$ cat src/rtl/fixed_pkg.sv
// Shared fixed-point types, constants and FSM encoding for the RSI engine.
// Exposes PARAM_N, DIV_W, uq8_8_t/uq16_16_t/uq40_t/div_t, RSI_* and rsi_state_e.
package fixed_pkg;

  localparam int unsigned PARAM_N = 14;
  localparam int unsigned DIV_W   = 48;

  typedef logic [15:0]      uq8_8_t;
  typedef logic [31:0]      uq16_16_t;
  typedef logic [39:0]      uq40_t;
  typedef logic [DIV_W-1:0] div_t;

  localparam logic [15:0] RSI_100   = 16'h6400;
  localparam logic [15:0] RSI_50    = 16'h3200;
  localparam logic [15:0] RSI_SCALE = 16'd25600;

  typedef enum logic [2:0] {
    ST_FIRST,
    ST_ACCUM,
    ST_DIV_G,
    ST_DIV_L,
    ST_DIV_R,
    ST_OUT
  } rsi_state_e;

  function automatic uq16_16_t to_uq16(uq8_8_t v);
    return {8'h00, v, 8'h00};
  endfunction

endpackage

$ cat src/rtl/seq_divider.sv
// Restoring divider: DIV_W-bit numerator / 32-bit denominator, one bit per cycle.
// Ports: clk, rst_n, abort, start, num, den -> busy, done, quo (valid while done).
module seq_divider
  import fixed_pkg::*;
(
  input  logic        clk,
  input  logic        rst_n,
  input  logic        abort,
  input  logic        start,
  input  div_t        num,
  input  logic [31:0] den,
  output logic        busy,
  output logic        done,
  output div_t        quo
);

  localparam int CW = $clog2(DIV_W + 1);

  div_t          quo_q;
  logic [31:0]   rem_q;
  logic [CW-1:0] cnt_q;
  logic          busy_q;

  logic [32:0] shifted;
  logic [33:0] diff;
  logic        ge;
  logic [31:0] rem_nxt;
  div_t        quo_nxt;

  always_comb begin
    shifted = {rem_q, quo_q[DIV_W-1]};
    diff    = {1'b0, shifted} - {2'b00, den};
    ge      = ~diff[33];
    rem_nxt = ge ? diff[31:0] : shifted[31:0];
    quo_nxt = {quo_q[DIV_W-2:0], ge};
  end

  // done flags the edge that retires the last bit, so the
  // caller captures quo_nxt with no extra cycle
  assign busy = busy_q;
  assign done = busy_q && (cnt_q == CW'(1));
  assign quo  = quo_nxt;

  always_ff @(posedge clk or negedge rst_n) begin
    if (!rst_n) begin
      quo_q  <= '0;
      rem_q  <= '0;
      cnt_q  <= '0;
      busy_q <= 1'b0;
    end else if (abort) begin
      busy_q <= 1'b0;
      cnt_q  <= '0;
    end else if (busy_q) begin
      quo_q <= quo_nxt;
      rem_q <= rem_nxt;
      cnt_q <= cnt_q - CW'(1);
      if (cnt_q == CW'(1)) busy_q <= 1'b0;
    end else if (start) begin
      quo_q  <= num;
      rem_q  <= '0;
      cnt_q  <= CW'(DIV_W);
      busy_q <= 1'b1;
    end
  end

endmodule

$ cat src/rtl/rsi_engine_ctrl.sv
// RSI sequencer: Wilder-smoothed gain/loss over UQ8.8 prices, RSI out in UQ8.8.
// Ports: clk, rst_n, clr, price_valid/ready/price, rsi_valid/ready/rsi, warm.
// Define RSI_ROUND_EN for round-half-up divisions (default: truncate).
module rsi_engine_ctrl
  import fixed_pkg::*;
#(
  parameter int unsigned N = PARAM_N
)(
  input  logic        clk,
  input  logic        rst_n,
  input  logic        clr,
  input  logic        price_valid,
  output logic        price_ready,
  input  logic [15:0] price,
  output logic        rsi_valid,
  input  logic        rsi_ready,
  output logic [15:0] rsi,
  output logic        warm
);

  rsi_state_e state_q, state_d;

  uq8_8_t     prev_q;
  logic [7:0] cnt_q;
  uq16_16_t   sum_g_q, sum_l_q;
  uq16_16_t   avg_g_q, avg_l_q;
  uq16_16_t   gain_q, loss_q;
  logic       warm_q;
  logic       rsi_valid_q;
  logic [15:0] rsi_q;

  logic     accept;
  uq8_8_t   gain_c, loss_c;
  uq16_16_t g32, l32;
  uq16_16_t avg_sum;
  logic     cnt_last;

  logic        div_start, div_busy, div_done;
  div_t        div_num, num_raw, div_quo;
  logic [31:0] div_den;
  logic [15:0] rsi_new;

  function automatic div_t run_num(uq16_16_t avg, uq16_16_t d);
    uq40_t t;
    t = uq40_t'(avg) * uq40_t'(N - 1) + uq40_t'(d);
    return div_t'(t);
  endfunction

  assign accept   = price_valid && price_ready;
  assign gain_c   = (price > prev_q) ? price - prev_q : '0;
  assign loss_c   = (prev_q > price) ? prev_q - price : '0;
  assign g32      = to_uq16(gain_c);
  assign l32      = to_uq16(loss_c);
  assign avg_sum  = avg_g_q + avg_l_q;
  assign cnt_last = (cnt_q == 8'(N - 1));

  always_ff @(posedge clk or negedge rst_n) begin
    if (!rst_n)   state_q <= ST_FIRST;
    else if (clr) state_q <= ST_FIRST;
    else          state_q <= state_d;
  end

  always_comb begin
    state_d = state_q;
    unique case (state_q)
      ST_FIRST: if (accept) state_d = ST_ACCUM;
      ST_ACCUM:
        if (accept && (warm_q || cnt_last))
          state_d = ST_DIV_G;
      ST_DIV_G: if (div_done) state_d = ST_DIV_L;
      ST_DIV_L: if (div_done) state_d = ST_DIV_R;
      ST_DIV_R: if (div_done) state_d = ST_OUT;
      ST_OUT:
        if (rsi_valid_q && rsi_ready)
          state_d = ST_ACCUM;
      default: state_d = ST_FIRST;
    endcase
  end

  always_comb begin
    price_ready = (state_q == ST_FIRST) || (state_q == ST_ACCUM);
    div_start   = !div_busy && ((state_q == ST_DIV_G) ||
                                (state_q == ST_DIV_L) ||
                                (state_q == ST_DIV_R));
  end

  // warm doubles as the seed/run mode flag: it only rises
  // as the seeding DIV_R retires
  always_comb begin
    num_raw = '0;
    div_den = 32'(N);
    unique case (1'b1)
      state_q == ST_DIV_G:
        num_raw = warm_q ? run_num(avg_g_q, gain_q) : div_t'(sum_g_q);
      state_q == ST_DIV_L:
        num_raw = warm_q ? run_num(avg_l_q, loss_q) : div_t'(sum_l_q);
      state_q == ST_DIV_R: begin
        num_raw = div_t'(avg_g_q) * div_t'(RSI_SCALE);
        div_den = avg_sum;
      end
      default: ;
    endcase
`ifdef RSI_ROUND_EN
    div_num = num_raw + div_t'(div_den >> 1);
`else
    div_num = num_raw;
`endif
  end

  seq_divider u_div (
    .clk   (clk),
    .rst_n (rst_n),
    .abort (clr),
    .start (div_start),
    .num   (div_num),
    .den   (div_den),
    .busy  (div_busy),
    .done  (div_done),
    .quo   (div_quo)
  );

  // a zero denominator still runs the divider so the
  // latency matches; its quotient is simply ignored
  always_comb begin
    if (avg_sum == '0)
      rsi_new = RSI_50;
    else if (div_quo > div_t'(RSI_100))
      rsi_new = RSI_100;
    else
      rsi_new = div_quo[15:0];
  end

  always_ff @(posedge clk or negedge rst_n) begin
    if (!rst_n) begin
      prev_q      <= '0;
      cnt_q       <= '0;
      sum_g_q     <= '0;
      sum_l_q     <= '0;
      avg_g_q     <= '0;
      avg_l_q     <= '0;
      gain_q      <= '0;
      loss_q      <= '0;
      warm_q      <= 1'b0;
      rsi_q       <= '0;
      rsi_valid_q <= 1'b0;
    end else if (clr) begin
      prev_q      <= '0;
      cnt_q       <= '0;
      sum_g_q     <= '0;
      sum_l_q     <= '0;
      avg_g_q     <= '0;
      avg_l_q     <= '0;
      gain_q      <= '0;
      loss_q      <= '0;
      warm_q      <= 1'b0;
      rsi_q       <= '0;
      rsi_valid_q <= 1'b0;
    end else begin
      if (accept) begin
        prev_q <= price;
        if (state_q == ST_ACCUM) begin
          gain_q <= g32;
          loss_q <= l32;
          if (!warm_q) begin
            sum_g_q <= sum_g_q + g32;
            sum_l_q <= sum_l_q + l32;
            cnt_q   <= cnt_q + 8'd1;
          end
        end
      end
      if (div_done) begin
        unique case (state_q)
          ST_DIV_G: avg_g_q <= div_quo[31:0];
          ST_DIV_L: avg_l_q <= div_quo[31:0];
          ST_DIV_R: begin
            rsi_q  <= rsi_new;
            warm_q <= 1'b1;
          end
          default: ;
        endcase
      end
      // result is offered one cycle after it lands in rsi_q
      rsi_valid_q <= (state_q == ST_OUT) &&
                     !(rsi_valid_q && rsi_ready);
    end
  end

  assign rsi_valid = rsi_valid_q;
  assign rsi       = rsi_q;
  assign warm      = warm_q;

endmodule

$ cat config.mk
export PLATFORM = sky130hd
export DESIGN_NAME = rsi_engine_ctrl
export DESIGN_NICKNAME = d
export VERILOG_FILES = /design/src/rtl/fixed_pkg.sv /design/src/rtl/seq_divider.sv /design/src/rtl/rsi_engine_ctrl.sv
export SDC_FILE = /design/constraint.sdc
export NUM_CORES = 1
export LEC_CHECK = 0
export ABC_AREA = 1
export BUFFER_PORTS_ARGS = -buffer_cell sky130_fd_sc_hd__buf_2
export CAP_MARGIN = 0
export CORE_UTILIZATION = 40
export CTS_BUF_LIST = sky130_fd_sc_hd__clkbuf_4
export CTS_CLUSTER_DIAMETER = 60
export DETAILED_ROUTE_END_ITERATION = 16
export PLACE_DENSITY = 0.64
export SLEW_MARGIN = 10
export SYNTH_ARGS = -nofsm -noshare
export SYNTH_HDL_FRONTEND = slang
export SYNTH_SLANG_ARGS = --single-unit
$ cat constraint.sdc
create_clock -name clk -period 8.1 [get_ports clk]
set_input_delay 0.405 -clock clk [delete_from_list [all_inputs] [get_ports clk]]
set_output_delay 0.405 -clock clk [all_outputs]
set_load 0.05 [all_outputs]
After elaboration in Yosys (flattened, before gate mapping). Cells that the tools add are included.

Register bits after elaboration: 324. Input port bits: 21. Output and inout bits: 19. Logic and storage cells: 138.

Add/subtract/negate cells: 10. Multipliers: 3. $lt $le $gt $ge: 3. Equality and inequality tests: 14. Multiplexer cells: 61. Bitwise logic cells: 2. Reduce and logical (&&, ||, !) cells: 29.

Operator list (count): 32-bit two-way mux (24); 16-bit two-way mux (9); 48-bit case mux with 3 select lines (1); 48-bit two-way mux (2); 36-bit by 32-bit adder with 37-bit output (2); 37-bit two-way mux (2); 32-bit by 4-bit multiplier with 36-bit output, second input constant (2); 32-bit by 24-bit adder with 32-bit output (2); 48-bit by 15-bit > comparator with 1-bit output, second input constant (1); 32-bit by 5-bit multiplier with 37-bit output, second input constant (1); 33-bit by 32-bit subtractor with 34-bit output (1); 32-bit adder (1); 16-bit > comparator (2); 32-bit logical NOT (1); 8-bit two-way mux (4); 16-bit subtractor (2); 3-bit two-way mux (7); 6-bit two-way mux (3); 3-bit != test, second input constant (6); 3-bit case mux with 6 select lines (1); 2-bit nonzero test (7); 2-bit AND reduction (5); 8-bit by 1-bit adder with 8-bit output, second input constant (1); 8-bit by 4-bit equality test with 1-bit output, second input constant (1); other kinds (15) (34).

Depth between registers and ports, before layout. Gate-level depths: netlist of run 1.

Word-level depth: 10. Mapped depth: 31.

Modules after synthesis. Synthesis of run 1 repeated with hierarchy kept, for this count alone.

Cells, all modules: 4862. Area, all modules: 32715.1 um^2.

By module, submodules not included: rsi_engine_ctrl (times used 1, cells an instance 3713, area each 25424.4 um^2); seq_divider (times used 1, cells an instance 1149, area each 7290.7 um^2).

Worst setup path after synthesis of run 1. OpenSTA, ideal clock, no wires.

Kind: input-to-reg. From: input port price[3]. To: register sum_l_q[24]. Library setup time: 0.120 ns. Arrival: 3.744 ns. Data required time: 7.980 ns. Path slack: 4.236 ns. Stages: 29. Path buffers: 2. Path through: inv_1 ha_1 clkbuf_2 nand2_1 o21ai_1 nand2_1 o211ai_1 nand2_1 o2111ai_1 nand2_1 buf_2 nor2_1 ha_1 inv_1 fa_1 inv_1 nand3_1 nand2_1 nand2_1 o21ai_0 inv_1 nor2_1 nor2_1 o21bai_1 nand2_1 nand2_1 nand2_1 o21ai_0 nor2_1.

Word-level cells in the longest chain between the ends: 7.

Ends and longest elaborated chain: from (decl) (RTL line rsi_engine_ctrl.sv:14) `input logic [15:0] price,`; 16-bit subtractor / 16-bit > comparator (equally long branches) (RTL line rsi_engine_ctrl.sv:51) `assign loss_c = (prev_q > price) ? prev_q - price : '0;`; 16-bit two-way mux * (RTL line rsi_engine_ctrl.sv:51); 32-bit by 24-bit adder with 32-bit output * (RTL line rsi_engine_ctrl.sv:166) `sum_l_q <= sum_l_q + l32;`; 32-bit two-way mux * (RTL line rsi_engine_ctrl.sv:164) `if (!warm_q) begin`; 32-bit two-way mux * (RTL line rsi_engine_ctrl.sv:161) `if (state_q == ST_ACCUM) begin`; 32-bit two-way mux * (RTL line rsi_engine_ctrl.sv:159) `if (accept) begin`; 32-bit two-way mux * (RTL line rsi_engine_ctrl.sv:146) `end else if (clr) begin`; to (signal assigned) (RTL line rsi_engine_ctrl.sv:166); to (decl) (RTL line rsi_engine_ctrl.sv:25) `uq16_16_t sum_g_q, sum_l_q;`.

Every way passes the cells marked *; elsewhere a longest branch is shown, timed or not. The select of a mux whose other input is x is not followed. A chain may end at the register's enable or synchronous reset.

Worst setup path in the final report of run 1.
From: register avg_l_q[0]. To: register rsi_q[9] (netlist: rsi[9]).

Word-level cells in the longest chain between the ends: 10.

Ends and longest elaborated chain: from (decl) (RTL line rsi_engine_ctrl.sv:26) `uq16_16_t avg_g_q, avg_l_q;`; from (signal assigned) (RTL line rsi_engine_ctrl.sv:174) `ST_DIV_L: avg_l_q <= div_quo[31:0];`; 32-bit adder * (RTL line rsi_engine_ctrl.sv:54) `assign avg_sum = avg_g_q + avg_l_q;`; 32-bit two-way mux (RTL line rsi_engine_ctrl.sv:92) `unique case (1'b1)`; 33-bit by 32-bit subtractor with 34-bit output (RTL line seq_divider.sv:32) `diff = {1'b0, shifted} - {2'b00, den};`; 1-bit inverter (RTL line seq_divider.sv:33) `ge = ~diff[33];`; 48-bit by 15-bit > comparator with 1-bit output (RTL line rsi_engine_ctrl.sv:127) `else if (div_quo > div_t'(RSI_100))`; 16-bit two-way mux (RTL line rsi_engine_ctrl.sv:127); 16-bit two-way mux * (RTL line rsi_engine_ctrl.sv:125) `if (avg_sum == '0)`; 16-bit two-way mux * (RTL line rsi_engine_ctrl.sv:172) `unique case (state_q)`; 16-bit two-way mux * (RTL line rsi_engine_ctrl.sv:171) `if (div_done) begin`; 16-bit two-way mux * (RTL line rsi_engine_ctrl.sv:146); to (signal assigned) (RTL line rsi_engine_ctrl.sv:176) `rsi_q <= rsi_new;`; to (decl) (RTL line rsi_engine_ctrl.sv:30) `logic [15:0] rsi_q;`.

Marked as above.

==> impl_results.md, run 1 <==
- Pwr/cell area: 335 nW/um2
- Final Wtd Congestion: 1.05
- Switch Pwr: 6.55 mW
- Critical R2R Capture: rsi[9]
- Height of the die: 284 um
- DRT antenna net count: 0
- Initial Util: 0.407
- Status: finished clean
- Clock transition at path regs: 0.07 ns
- R2R depth: 25
- Max-cap violations: 0
- WL per Instance: 19.4 um
- Unique masters post-synth: 57
- Crit path capture type: flip-flop
- Buffers and inverters on the worst path: 3
- Commonest cells post-synth: nand2_1 (1130), inv_1 (908), nor2_1 (444), a21oi_1 (417), ha_1 (362)
- Largest family of logic cells by synthesized area: simple AND/OR/NAND/NOR gates
- Top delay family on crit path: simple AND/OR/NAND/NOR gates
- Multi-input logic area: 21000 um2
- First-pass GRT wire length: 178000 um
- DP HPWL: 95700 um
- Setup CP Type: reg -> reg
- Fraction of registers with async set/reset: 1.00
- Vias in the first global route: 30401
- Proportion of power drawn by the clock network: 0.118
- Synth Area in XOR/XNOR: 0.0160
- Ys Warns: 0
- Post-Syn Instances: 4791
- Site Rows: 102
- Logic pwr share: 0.692
- CTS tree: yes
- Sequential share of power: 0.190
- Maximum VDD drop: 0.254 mV
- Ys flop type: dfrtp_1
- Fin nets: 5370
- Core footprint: 78000 um2
- Synth Net Count: 5297
- Htree depth: 3
- Resized cells post-CTS: 0
- Compound-Gate Fraction of Synth Area: 0.163
- P_leak: 18.4 nW
- Post-layout min period: 4.99 ns
- DR DRC count: 0
- Worst path slowest cell: dfrtp_1
- Area grow syn2layout: 7.95%
- Switching share of total power: 0.570
- Most frequent cell after synthesis: nand2_1
- Setup violators final: 0
- CP Max Fanout: 45
- Cell taking the most area after synthesis: dfrtp_1
- Mapped Area: 31800 um2
- Clock latency on the worst-skew pair: 0.89 ns
- Top cell type's share of synthesized area: 0.217
- Relative slew slack: 0.322
- Vias per cell: 5.36
- Max Clock Skew: 0.102 ns
- R2r startpoint: avg_l_q[0]
- Flop and latch count out of synthesis: 276
- Initial DRC Count: 2828
- Synth top area cells: dfrtp_1 (22%), ha_1 (14%), nand2_1 (13%)
- IO Port Bufs: 39
- Post-synthesis mux area share: 0
- Post-Synth Simple-Gate Area: 0.261
- Largest net degree at the start of global routing: 79
- All-Layer GR Usage: 0.286
- Syn_area_per_cell: 6.63 um2
- WP data arrival: 5.70 ns
- Clock buffer count from CTS: 84
- Seq/Total Area, Yosys: 0.217
- Post-synth EDFFs: 0
- Final-layout fill cell count: 8291
- Hold_ws: 0.163 ns
- P_int: 4.94 mW
- R2R Setup Slk: 3.11 ns
- Required time of the critical path: 8.82 ns
- Drt first pass iters: 6
- Worst slew pin tran: 1.02 ns
- Fin crit share: 0.616
- Max stage delay on crit path: 0.45 ns
- Vias: 31960
- Achievable frequency: 0.200 GHz
- Die W: 284 um
- CTS sink count: 276
- Clock tree root driver cell: clkbuf_4
- Setup tns final: 0 ns
- Routed WL: 116000 um
- Die area: 80600 um2
- Hold Vio Cnt, Final: 0
- Post-Synth Adder-Cell Area: 0.220
- Grt total ovfl: 0
- Startpoint Class: flip-flop
- Unrepaired setup endpoints after global routing: false
- Initial antenna violation count: 3
- HP Class: in -> async
- Layout cell share with drive strength beyond 1: 0.0537
- CP dominant cell by count: nand2_1
- Sequential cell area: 6910 um2
- Final Max Slew Viols: 0
- Longest Clk Path Bufs: 3
- Ports: 40
[power by group through the flow]
| stage | Clock, mW | Combinational, mW | Sequential [mW] |
|---|---|---|---|
| 6_report | 1.36 | 7.95 | 2.18 |
| 5_1_grt | 1.47 | 8.96 | 2.22 |
| 4_1_cts | 1.40 | 7.86 | 2.17 |
| 3_5_place_dp | 0 | 7.80 | 2.19 |
| 3_3_place_gp | 0 | 7.81 | 2.18 |
| 2_1_floorplan | 0 | 5.67 | 1.97 |
[cell type report]
class,instances,area share
multi-input combinational,3490,0.613
sequential,276,0.201
inverter,926,0.101
tap,1040,0.0379
clock buffer,114,0.0249
timing repair buffer,86,0.0176
clock inverter,21,0.00383
antenna,5,0.000365
[layer usage]
| metal | track usage | routed length [um] |
|---|---|---|
| met5 | 0 | 13 |
| met4 | 0.111 | 4530 |
| met3 | 0.0372 | 7410 |
| met2 | 0.454 | 51400 |
| met1 | 0.393 | 52500 |
[state kept, by name (all words and copies together) (netlist names)]
register,cells
u_div.rem_q,32
cnt_q,8
u_div.cnt_q,6
rsi,16
prev_q,16
state_q,3
avg_g_q,32
sum_l_q,24
gain_q,16
u_div.busy,1
sum_g_q,24
loss_q,16
avg_l_q,32
warm,1
u_div.quo_q,48
rsi_valid,1
[metrics by stage]
step           setup WS, ns  utilization  cells  cell area [um2]  power, mW
6_report               3.11        0.440   5958            34300       11.5
5_1_grt                2.63        0.440   5957            34300       12.6
4_1_cts                3.14        0.440   5953            34300       11.4
3_5_place_dp           3.17        0.425   5800            33100       9.99
3_3_place_gp           3.22        0.425   5800            33100       10.0
2_1_floorplan          4.24            -   4791            31800       7.64
[what timing repair did]
| action | CTS | global route |
|---|---|---|
| hold buffers | 18 | 0 |
| buffers inserted | 0 | 0 |
| hold endpoints to repair | 91 | 0 |
[logic make-up after synthesis]
family,Yosys count
AND/OR/NAND/NOR,2003
XOR/XNOR,58
buffers and inverters,1025
AO/OA/AOI/OAI,944
adder cells (fa/ha/maj),485
flip-flops,276
[placed cells by master, fill, tap and decap left out, types with 17 or more instances in the layout]
master	netlist	routed
a22o_1	21	21
buf_4	1	29
xor2_1	35	35
xnor2_1	23	23
o22ai_1	28	28
fa_1	123	123
buf_2	22	38
nand3b_1	17	17
inv_2	17	19
o211ai_1	25	25
a21oi_1	417	416
dfrtp_1	276	274
nor2_1	444	443
clkbuf_4	0	114
ha_1	362	362
inv_1	908	907
nor3_1	43	42
nand4_1	41	41
o21ai_0	338	338
nand3_1	264	264
dlygate4sd3_1	0	18
nand2_1	1130	1129
[worst max path at each step]
stage                     startpoint     endpoint  slack, ns  depth (start not counted)
after global routing      avg_l_q[0]       rsi[9]       2.63                         25
after CTS                 avg_l_q[0]       rsi[9]       3.14                         25
final                     avg_l_q[0]       rsi[9]       3.11                         25
after global placement    avg_g_q[0]      rsi[12]       3.22                         25
after floorplan             price[3]  sum_l_q[24]       4.24                         29
after detailed placement  avg_g_q[0]       rsi[9]       3.17                         25
No activity file was read; power rests on OpenSTA's default activity.
==> run 2: changes to the inputs <==
Settings changed: ABC_AREA 1 to 0.
Clock period 8.1 ns to 4.7 ns, I/O delays scaled along.
==> run 2 against run 1 <==
The run now ends with negative setup slack left. Synthesized cell count fell by 26%. Total power rose by 9.0%. Hold slack got worse by 0.10 ns. Sequential power rose by 50%. Clock skew fell by 0.027 ns. Via count fell by 13%. Non-clock buffer count rose by 399. Routed wire length fell by 18%. First-iteration DRC count fell by 25%. Sequential share of layout area fell by 0.92 points. Combinational power fell by 14%. Largest cell class unchanged. Highest routed layer is now met4.
==> impl_results.md, run 2 <==
- Placed cell count: 4771 (-18%)
- P_int: 7.25 mW (+47%)
- Initial DRC Count: 2131 (-25%)
- Site Rows: 98 (-3.9%)
- Fraction of registers with async set/reset: 1.00 (unchanged)
- Area grow syn2layout: 23.1%
- Post-layout min period: 5.13 ns (+0.138 ns)
- CTS tree: yes
- Die W: 272 um (-4.1%)
- Commonest cells post-synth: inv_1 (502), nand2_1 (401), ha_1 (362), a21oi_1 (303), dfrtp_1 (276)
- Pre-CTS WS: -0.535 ns (-3.71 ns)
- Final Wtd Congestion: 0.952 (-8.9%)
- Vias in the first global route: 27489 (-9.6%)
- GR Util met1: 0.336 (-0.0564)
- Max Clock Skew: 0.0756 ns (-0.0265 ns)
- Setup CP Type: reg -> reg
- Required time of the critical path: 5.43 ns (-3.39 ns)
- Met2 Usage GRT: 0.417 (-0.0366)
- DR DRC count: 0 (unchanged)
- Largest net degree at the start of global routing: 93 (+18%)
- Most Crowded Layer GR: met2
- Longest Clk Path Bufs: 3 (unchanged)
- Clock tree root driver cell: clkbuf_4
- Hold_ws: 0.0591 ns (-0.104 ns)
- Ports: 40 (unchanged)
- Core footprint: 71900 um2 (-7.9%)
- Switching share of total power: 0.421 (-0.149)
- Switch Pwr: 5.27 mW (-20%)
- Max-cap violations: 0 (unchanged)
- Ys Warns: 0 (unchanged)
- Clock latency on the worst-skew pair: 0.89 ns (about the same)
- Commonest non-fill, non-tap cells in the layout: inv_1 (494), nand2_1 (394), buf_4 (381)
- Initial antenna violation count: 2 (-1)
- Most frequent cell after synthesis: inv_1
- Final Max Slew Viols: 0 (unchanged)
- R2R depth: 21 (-16%)
- Commonest non-fill, non-tap cell in the layout: inv_1
- Max reg flops: 48 (unchanged)
- Synth Net Count: 4069 (-23%)
- Cell Count, Final, Fillers Out: 5024 (-16%)
- Grt total ovfl: 0 (unchanged)
- Maximum VDD drop: 1.16 mV (+360%)
- Unrepaired setup endpoints after global routing: true
- Final-layout fill cell count: 6852 (-17%)
- Worst Setup SP: avg_g_q[0]
- Flop and latch count out of synthesis: 276 (unchanged)
- Height of the die: 272 um (-4.1%)
- Die area: 74100 um2 (-8.1%)
- Setup tns final: -21.73 ns (-21.73 ns)
- Clock buffer count from CTS: 82 (-2.4%)
- Mapped Area: 29200 um2 (-8.1%)
- WP data arrival: 5.86 ns (+0.16 ns)
- Layout cell share with drive strength beyond 1: 0.203 (+0.149)
- Vias: 27782 (-13%)
- HP Class: in -> async
- Status: finished with violations
- Cell taking the most area after synthesis: dfrtp_1
- Proportion of power drawn by the clock network: 0.192 (+0.074)
- P_leak: 18.2 nW (-1.3%)
- First-pass GRT wire length: 149000 um (-16%)
- Synth top area cells: dfrtp_1 (24%), ha_1 (16%), fa_1 (8.4%)
- Sequential share of power: 0.262 (+0.072)
- Vias per cell: 5.53 (+3.1%)
- Placed Area: 32900 um2 (-0.71%)
- Seq/Total Area, Yosys: 0.237 (+0.0192)
- Post-route cell area: 36000 um2 (+4.8%)
- Htree depth: 3 (unchanged)
- Crit path capture type: flip-flop
- R2r startpoint: avg_g_q[0]
- R2R Setup Slk: -0.43 ns (-3.54 ns)
- Routed WL: 95400 um (-18%)
- CP Max Fanout: 6 (-87%)
- Critical R2R Capture: u_div.rem_q[1]
- Drt first pass iters: 9 (+3)
- Relative slew slack: 0.258 (-0.0643)
- Top cell type's share of synthesized area: 0.237 (+0.0192)
- CTS sink count: 276 (unchanged)
- Post-synth EDFFs: 0 (unchanged)
- All-Layer GR Usage: 0.255 (-0.0310)
- Hold Vio Cnt, Final: 0 (unchanged)
- Startpoint Class: flip-flop
- DP HPWL: 72600 um (-24%)
- Clock transition at path regs: 0.07 ns (about the same)
- Setup violators final: 71 (+71)
- Logic pwr share: 0.546 (-0.146)
- Ys flop type: dfrtp_1
- Fin crit share: 1.09 (+0.475)
- Failing checks: negative setup slack
- Pwr/cell area: 348 nW/um2 (+4.0%)
- Achievable frequency: 0.195 GHz (-2.7%)
- WL per Instance: 19.0 um (-2.4%)
- Unique masters post-synth: 102 (+79%)
- Fin nets: 4516 (-16%)
- Fin worst setup slack: -0.426 ns (-3.54 ns)
- Initial Util: 0.406 (-0.00115)
- Largest register by flop count: u_div.quo_q
- Post-Syn Instances: 3563 (-26%)
- Syn_area_per_cell: 8.19 um2 (+24%)
- GRT met3 Usage: 0.0397 (+0.00245)
- IO Port Bufs: 39 (unchanged)
- Worst slew pin tran: 1.10 ns (+0.0879 ns)
- DRT antenna net count: 0 (unchanged)
-- run 2: cell count changes in the layout (fill, tap and decap cells not counted), moves of 24 or more --
cell | previous run | this run
o21ai_0 | 338 | 147
inv_1 | 907 | 494
xnor2_1 | 23 | 112
a221oi_1 | 0 | 24
buf_4 | 29 | 381
a21oi_2 | 1 | 33
xor2_1 | 35 | 69
a21o_1 | 14 | 96
and3_1 | 1 | 39
nand3_1 | 264 | 63
nor2_1 | 443 | 210
a21oi_1 | 416 | 268
o21ai_1 | 12 | 47
nand2_1 | 1129 | 394
-- run 2: power groups by stage --
stage | clock network [mW] | registers, mW | logic [mW]
final | 2.41 | 3.28 | 6.83
after global routing | 2.58 | 3.31 | 7.36
after CTS | 2.46 | 3.25 | 6.23
after detailed placement | 0 | 3.28 | 4.95
after global placement | 0 | 3.28 | 4.88
after floorplan | 0 | 3.04 | 3.37
-- run 2: metrics by stage --
stage / total power, mW / util
after floorplan: 6.41 / -
after global placement: 8.16 / 0.458
after detailed placement: 8.23 / 0.458
after CTS: 11.9 / 0.489
after global routing: 13.3 / 0.500
final: 12.5 / 0.500
-- run 2: critical path: stages, from the launching register on --
cell and delay, ns:
dfrtp_1 0.39, ha_2 0.20, fa_2 0.34, a21o_1 0.21, a221oi_4 0.26, o2111ai_2 0.24, a31oi_2 0.29, o21ai_2 0.10
a31o_1 0.23, a21o_1 0.18, xnor2_2 0.14, or2_4 0.24, ha_4 0.21, and3_4 0.17, a221o_1 0.37, or4_4 0.52
buf_6 0.14, o21ai_4 0.17, buf_6 0.17, buf_12 0.15, mux2i_1 0.18, o21ai_1 0.07
-- run 2: per-layer routing --
layer	share of wire	vias to the layer above	wire, um
met2	0.46	853	44000
li1	-	13308	-
met5	0	-	0
met3	0.062	205	5900
met4	0.038	0	3590
met1	0.44	13416	41900
-- run 2: repair_timing --
action,4_1_cts,5_1_grt
gates cloned,4,1
setup buffers,49,31
hold endpoints to repair,262,0
pin swaps,64,102
setup endpoints to repair,80,101
resized for setup,122,155
hold buffers,36,0
-- run 2: how the worst max path moves through the flow --
stage | to | slack (ns) | cells past startpoint
floorplan | rsi[12] | -0.19 | 20
global placement | sum_l_q[31] | -0.38 | 26
detailed placement | sum_l_q[26] | -0.53 | 29
CTS | sum_l_q[22] | -0.37 | 28
global route | sum_l_q[28] | -0.58 | 28
finish | u_div.rem_q[1] | -0.43 | 21
-- run 2: cell type report --
type                       instances  area [um2]  share of cell area
multi-input combinational       2660       21000               0.585
sequential                       276        6910               0.192
timing repair buffer             485        3870               0.108
inverter                         505        1900              0.0527
tap                              950        1190              0.0331
clock buffer                     109         818              0.0228
clock inverter                    37         224             0.00623
antenna                            2        5.00            0.000139
-- run 2: logic make-up (layout without fill, tap and decap cells) --
| logic type | after synthesis | count (layout) | share of synthesized area |
|---|---|---|---|
| AO/OA/AOI/OAI | 1001 | 1001 | 0.223 |
| AND/OR/NAND/NOR | 957 | 957 | 0.149 |
| buffers and inverters | 627 | 1136 | 0.0824 |
| adder cells (fa/ha/maj) | 485 | 485 | 0.239 |
| flip-flops | 276 | 276 | 0.237 |
| XOR/XNOR | 186 | 186 | 0.0561 |
| multiplexers | 31 | 31 | 0.0135 |
| other | 0 | 2 | 0 |
